File: config.mk
export PLATFORM = sky130hd
export DESIGN_NAME = wide_compare_seq
export DESIGN_NICKNAME = d
export VERILOG_FILES = /design/src/rtl/wide_compare_seq.sv
export SDC_FILE = /design/constraint.sdc
export NUM_CORES = 1
export LEC_CHECK = 0
export ABC_CLOCK_PERIOD_IN_PS = 5500
export CAP_MARGIN = 10
export CELL_PAD_IN_SITES_DETAIL_PLACEMENT = 0
export CELL_PAD_IN_SITES_GLOBAL_PLACEMENT = 2
export CORE_MARGIN = 2
export CORE_UTILIZATION = 30
export DETAILED_ROUTE_END_ITERATION = 7
export GPL_TIMING_DRIVEN = 0
export PLACE_DENSITY_LB_ADDON = 0.15
export SETUP_SLACK_MARGIN = 0.15
export SYNTH_ARGS = -nofsm -noshare
export SYNTH_HDL_FRONTEND = slang
export SYNTH_SLANG_ARGS = --single-unit
File: constraint.sdc
create_clock -name clk -period 5.5 [get_ports clk]
set_input_delay 0.825 -clock clk [delete_from_list [all_inputs] [get_ports clk]]
set_output_delay 0.825 -clock clk [all_outputs]
set_load 0.05 [all_outputs]
File: src/rtl/wide_compare_seq.sv
// Multi-word compare sequencer: one shared word comparator, most-significant word first.
// Optional CMP_SIGNED_EN: two's-complement operands via MSB bias on the top word.
module c_alu #(
   parameter int unsigned W = 16
) (
   input  logic [1:0]   op,
   input  logic [W-1:0] in0,
   input  logic [W-1:0] in1,
   output logic         out
);
   always_comb begin
      out = 1'b0;
      case (op)
         2'b00: out = (in0 == in1);
         2'b01: out = (in0 <  in1);
         2'b10: out = (in0 != in1);
         2'b11: out = (in0 >= in1);
         default: out = 1'b0;
      endcase
   end
endmodule

module wide_compare_seq #(
   parameter int unsigned WORD_W = 16,
   parameter int unsigned NWORDS = 4
) (
   input  logic                     clk,
   input  logic                     rst,
   input  logic                     start,
   input  logic [1:0]               op,
   input  logic [NWORDS*WORD_W-1:0] a,
   input  logic [NWORDS*WORD_W-1:0] b,
   output logic                     busy,
   output logic                     done,
   output logic                     result
);
   localparam int unsigned IDX_W = (NWORDS > 1) ? $clog2(NWORDS) : 1;

   typedef enum logic [1:0] {ST_IDLE, ST_EQ, ST_LT, ST_DONE} state_t;

   state_t                          state_q, state_d;
   logic [IDX_W-1:0]                idx_q, idx_d;
   logic [1:0]                      op_q, op_d;
   logic [NWORDS-1:0][WORD_W-1:0]   a_q, a_d, b_q, b_d;
   logic                            result_q, result_d;

   logic [1:0]                      cmp_op;
   logic [WORD_W-1:0]               cmp_in0, cmp_in1;
   logic                            cmp_out;

   always_comb begin
      cmp_op  = (state_q == ST_LT) ? 2'b01 : 2'b00;
      cmp_in0 = a_q[idx_q];
      cmp_in1 = b_q[idx_q];
`ifdef CMP_SIGNED_EN
      // Flipping the sign bit maps two's complement onto unsigned order for the top word.
      if (idx_q == IDX_W'(NWORDS - 1)) begin
         cmp_in0[WORD_W-1] = ~cmp_in0[WORD_W-1];
         cmp_in1[WORD_W-1] = ~cmp_in1[WORD_W-1];
      end
`endif
   end

   c_alu #(.W(WORD_W)) u_cmp (
      .op  (cmp_op),
      .in0 (cmp_in0),
      .in1 (cmp_in1),
      .out (cmp_out)
   );

   always_ff @(posedge clk or posedge rst) begin
      if (rst) begin
         state_q  <= ST_IDLE;
         idx_q    <= '0;
         op_q     <= '0;
         a_q      <= '0;
         b_q      <= '0;
         result_q <= 1'b0;
      end else begin
         state_q  <= state_d;
         idx_q    <= idx_d;
         op_q     <= op_d;
         a_q      <= a_d;
         b_q      <= b_d;
         result_q <= result_d;
      end
   end

   always_comb begin
      state_d  = state_q;
      idx_d    = idx_q;
      op_d     = op_q;
      a_d      = a_q;
      b_d      = b_q;
      result_d = result_q;
      case (state_q)
         ST_IDLE: begin
            if (start) begin
               op_d    = op;
               a_d     = a;
               b_d     = b;
               idx_d   = IDX_W'(NWORDS - 1);
               state_d = ST_EQ;
            end
         end
         ST_EQ: begin
            if (cmp_out) begin
               if (idx_q == '0) begin
                  // All words equal: EQ and GEQ true, NEQ and LT false.
                  state_d  = ST_DONE;
                  result_d = (op_q == 2'b00) || (op_q == 2'b11);
               end else begin
                  idx_d = idx_q - 1'b1;
               end
            end else if (!op_q[0]) begin
               state_d  = ST_DONE;
               result_d = (op_q == 2'b10);
            end else begin
               state_d = ST_LT;
            end
         end
         ST_LT: begin
            state_d  = ST_DONE;
            result_d = (op_q == 2'b01) ? cmp_out : !cmp_out;
         end
         ST_DONE: state_d = ST_IDLE;
         default: state_d = ST_IDLE;
      endcase
   end

   always_comb begin
      busy   = (state_q == ST_EQ) || (state_q == ST_LT);
      done   = (state_q == ST_DONE);
      result = result_q;
   end
endmodule

==> flow_summary.json <==
{
  "status": "finished, final reports clean",
  "worst_skew_pair.late_latency_ps": 420,
  "crit_path_start_kind": "register",
  "irDropWorstVdd_mv": 0.206,
  "antennaDiodeCount": 0,
  "htreeDepth": 4,
  "worst_slack_ps": 1770,
  "viasPerCell": 4.67,
  "die_w_um": 151,
  "cp.arrival_ps": 4020,
  "final_nets": 742,
  "syn_nets": 587,
  "cts_buffer_depth": 2,
  "max_cap_violations": 0,
  "worst-setup-path-type": "register to register",
  "synth_area_leaders": "dfrtp_1 52%, mux2_2 23%, mux4_2 11%",
  "grt_usage": 0.158,
  "drive_gt1_frac": 0.356,
  "wl_per_cell_um": 19.4,
  "worst_pin_slew_ps": 847,
  "syn-cell-area_um2": 6470,
  "overflow": 0,
  "crit_slowest_cell": "buf_1",
  "slew_violations": 0,
  "fmaxAchievable_ghz": 0.268,
  "nFillCells": 2020,
  "setup_viol": 0,
  "critPathMaxFanout": 10,
  "drc": 0,
  "start_util": 0.307,
  "area_delta_synth_final_pct": 36.1,
  "max_stage_delay_ps": 670,
  "fin_crit_sh": 0.678,
  "cts.sinks": 135,
  "antenna_left": 0,
  "grt_pass1_wl_um": 25800,
  "cts_root_buf": "clkbuf_16",
  "yosys.area.top_type": "dfrtp_1",
  "worstPathRequired_ps": 5800,
  "p_leak_nw": 3.73,
  "post-place-ws_ps": 1730,
  "synth_cells": 431,
  "core_um2": 21100,
  "pin_count": 136,
  "syn_area_per_cell_um2": 15.0,
  "synth_top_cell_area_share": 0.522,
  "powerDensity_nw_per_um2": 596,
  "seqCellArea_um2": 3380,
  "clk_pin_slew_worst_paths_ps": 60,
  "setup.worst_path.end_class": "register",
  "postCtsHoldBufs": 0,
  "fp.dieArea_um2": 22800,
  "first_global_vias": 4583,
  "dr_total_vias": 4085,
  "post_cts_buffers": 0,
  "antenna_found_initial": 0,
  "multi_input_area_um2": 2890,
  "tritoncts": "yes",
  "rsz0062_at_grt": "no",
  "place_inst": 842,
  "yosysWarningCount": 0,
  "grt_max_degree": 91,
  "cts_buffers": 17,
  "ys_seq_elements": 135,
  "port_buffers": 135,
  "ys_types": 38,
  "cts_resized": 0,
  "final_util": 0.418,
  "routed_wl_um": 16900,
  "finClkSkew_ps": 10.4,
  "hold_class": "register to register",
  "crit_chain": "clkbuf_1 -> buf_1 -> mux4_2 -> inv_1 -> ha_1 -> nand4_1 -> or3_4 -> nor4b_4 -> a31oi_2 -> nand2_1 -> mux2_1",
  "place_congestion": 0.715,
  "first_pass_iters": 4,
  "hold_viol": 0,
  "min_period_ps": 3730,
  "timing.slew.headroom": 0.435,
  "dieHeight_um": 151,
  "holdWs_ps": 500,
  "yosysSeqAreaShare": 0.522,
  "num_rows": 53,
  "dp_hpwl_um": 12900,
  "drt_iter0_markers": 133,
  "fin_cells": 874
}
[placed cells by master (no fill, tap or decap), drive strengths merged]
cell type / instances
nand4: 3
o21bai: 1
o31a: 1
buf: 13
ha: 23
nor2: 7
mux4: 32
and4: 2
nand2: 9
o211a: 1
o21ai: 6
and4b: 1
mux2i: 2
bufinv: 3
nand2b: 2
or3: 2
nand3: 1
dfrtp: 135
mux2: 131
clkdlybuf4s50: 135
o21a: 2
a211oi: 1
clkinv: 6
inv: 31
nor3: 3
a21oi: 8
a2bb2oi: 1
a31oi: 3
clkbuf: 29
a21o: 2
a22oi: 1
nor4b: 1
clkinvlp: 1
[power by group]
| group | leakage [nW] | total, W | switching, W | internal (W) |
|---|---|---|---|---|
| Combinational | 1.84 | 0.00232 | 0.00107 | 0.00125 |
| Sequential | 1.59 | 0.00176 | 0.000249 | 0.00151 |
| Clock | 0.298 | 0.00117 | 0.000441 | 0.000730 |
[registers in the layout (all words and copies together) (netlist names)]
signal,count
result,1
b_q,64
idx_q,2
op_q,2
a_q,64
state_q,2
[cell families (layout without fill, tap and decap cells)]
family / count (synthesis) / after routing / synth area share
multiplexers: 165 / 165 / 0.342
buffers and inverters: 50 / 218 / 0.0319
AND/OR/NAND/NOR: 31 / 31 / 0.0317
flip-flops: 135 / 135 / 0.522
adder cells (fa/ha/maj): 23 / 23 / 0.0444
AO/OA/AOI/OAI: 27 / 27 / 0.0280
[critical path, delay by kind of cell, from the launching register on]
kind,cells,cell delay (ps)
compound gates,1,90
fa+ha+maj,1,310
buf+inv,3,1120
flops,1,310
mux,2,720
simple gates,4,1070
[final timing paths]
kind,from,to,slack (ps),cells past startpoint
worst max-delay path,idx_q[1]$_DFFE_PP0P_,state_q[1]$_DFFE_PP0P_,1770,11
worst min-delay path,a_q[40]$_DFFE_PP0P_,a_q[40]$_DFFE_PP0P_,500,1
worst max register to register,idx_q[1]$_DFFE_PP0P_,state_q[1]$_DFFE_PP0P_,1770,11
worst min register to register,a_q[40]$_DFFE_PP0P_,a_q[40]$_DFFE_PP0P_,500,1
max in group asynchronous,rst,b_q[7]$_DFFE_PP0P_,3910,3
min in group asynchronous,rst,a_q[7]$_DFFE_PP0P_,800,2
[synthesized netlist by cell type]
cell type    n
mux2i_1      2
and4_1       2
inv_1       28
o21a_1       2
mux4_2      32
nand4_4      1
nand2b_1     2
and4b_2      1
nor3_2       1
mux2_2     130
a2bb2oi_1    1
nor4b_4      1
buf_2        7
dfrtp_1    135
ha_1        23
a21o_1       1
nor2_2       1
a31oi_1      2
a21oi_1      8
a211oi_2     1
nor3_1       2
buf_1        5
o211a_1      1
or3_4        1
o21bai_1     1
a31oi_2      1
clkbuf_1     9
a22oi_1      1
nor2_1       6
nand3_1      1
nand2_1      9
clkbuf_8     1
o21ai_0      6
nand4_1      2
o31a_1       1
or3_2        1
mux2_1       1
a21o_2       1
[through the flow]
| step | area (um^2) | setup TNS, ps | power [W] |
|---|---|---|---|
| 3_3_place_gp | 8170 | -118080 | 0.00406 |
| 4_1_cts | 8810 | 0 | 0.00534 |
| 5_1_grt | 8810 | 0 | 0.00563 |
| 2_1_floorplan | 6470 | 0 | 0.00343 |
| 3_5_place_dp | 8200 | 0 | 0.00414 |
| 6_report | 8810 | 0 | 0.00525 |
[metal layers]
layer,routed length (um),track usage,share of wire,up-vias
li1,-,-,-,1887
met1,7460,0.197,0.44,2090
met2,8400,0.264,0.50,87
met3,664,0.0386,0.039,21
met4,393,0.0650,0.023,0
met5,0,0,0,-
[cell type report]
type / count / area share
clock buffer: 19 / 0.0502
inverter: 28 / 0.0125
tap: 275 / 0.0390
clock inverter: 13 / 0.0192
sequential: 135 / 0.383
buffer: 22 / 0.0115
timing repair buffer: 136 / 0.156
multi-input combinational: 246 / 0.328
No activity file was read; power rests on OpenSTA's default activity.
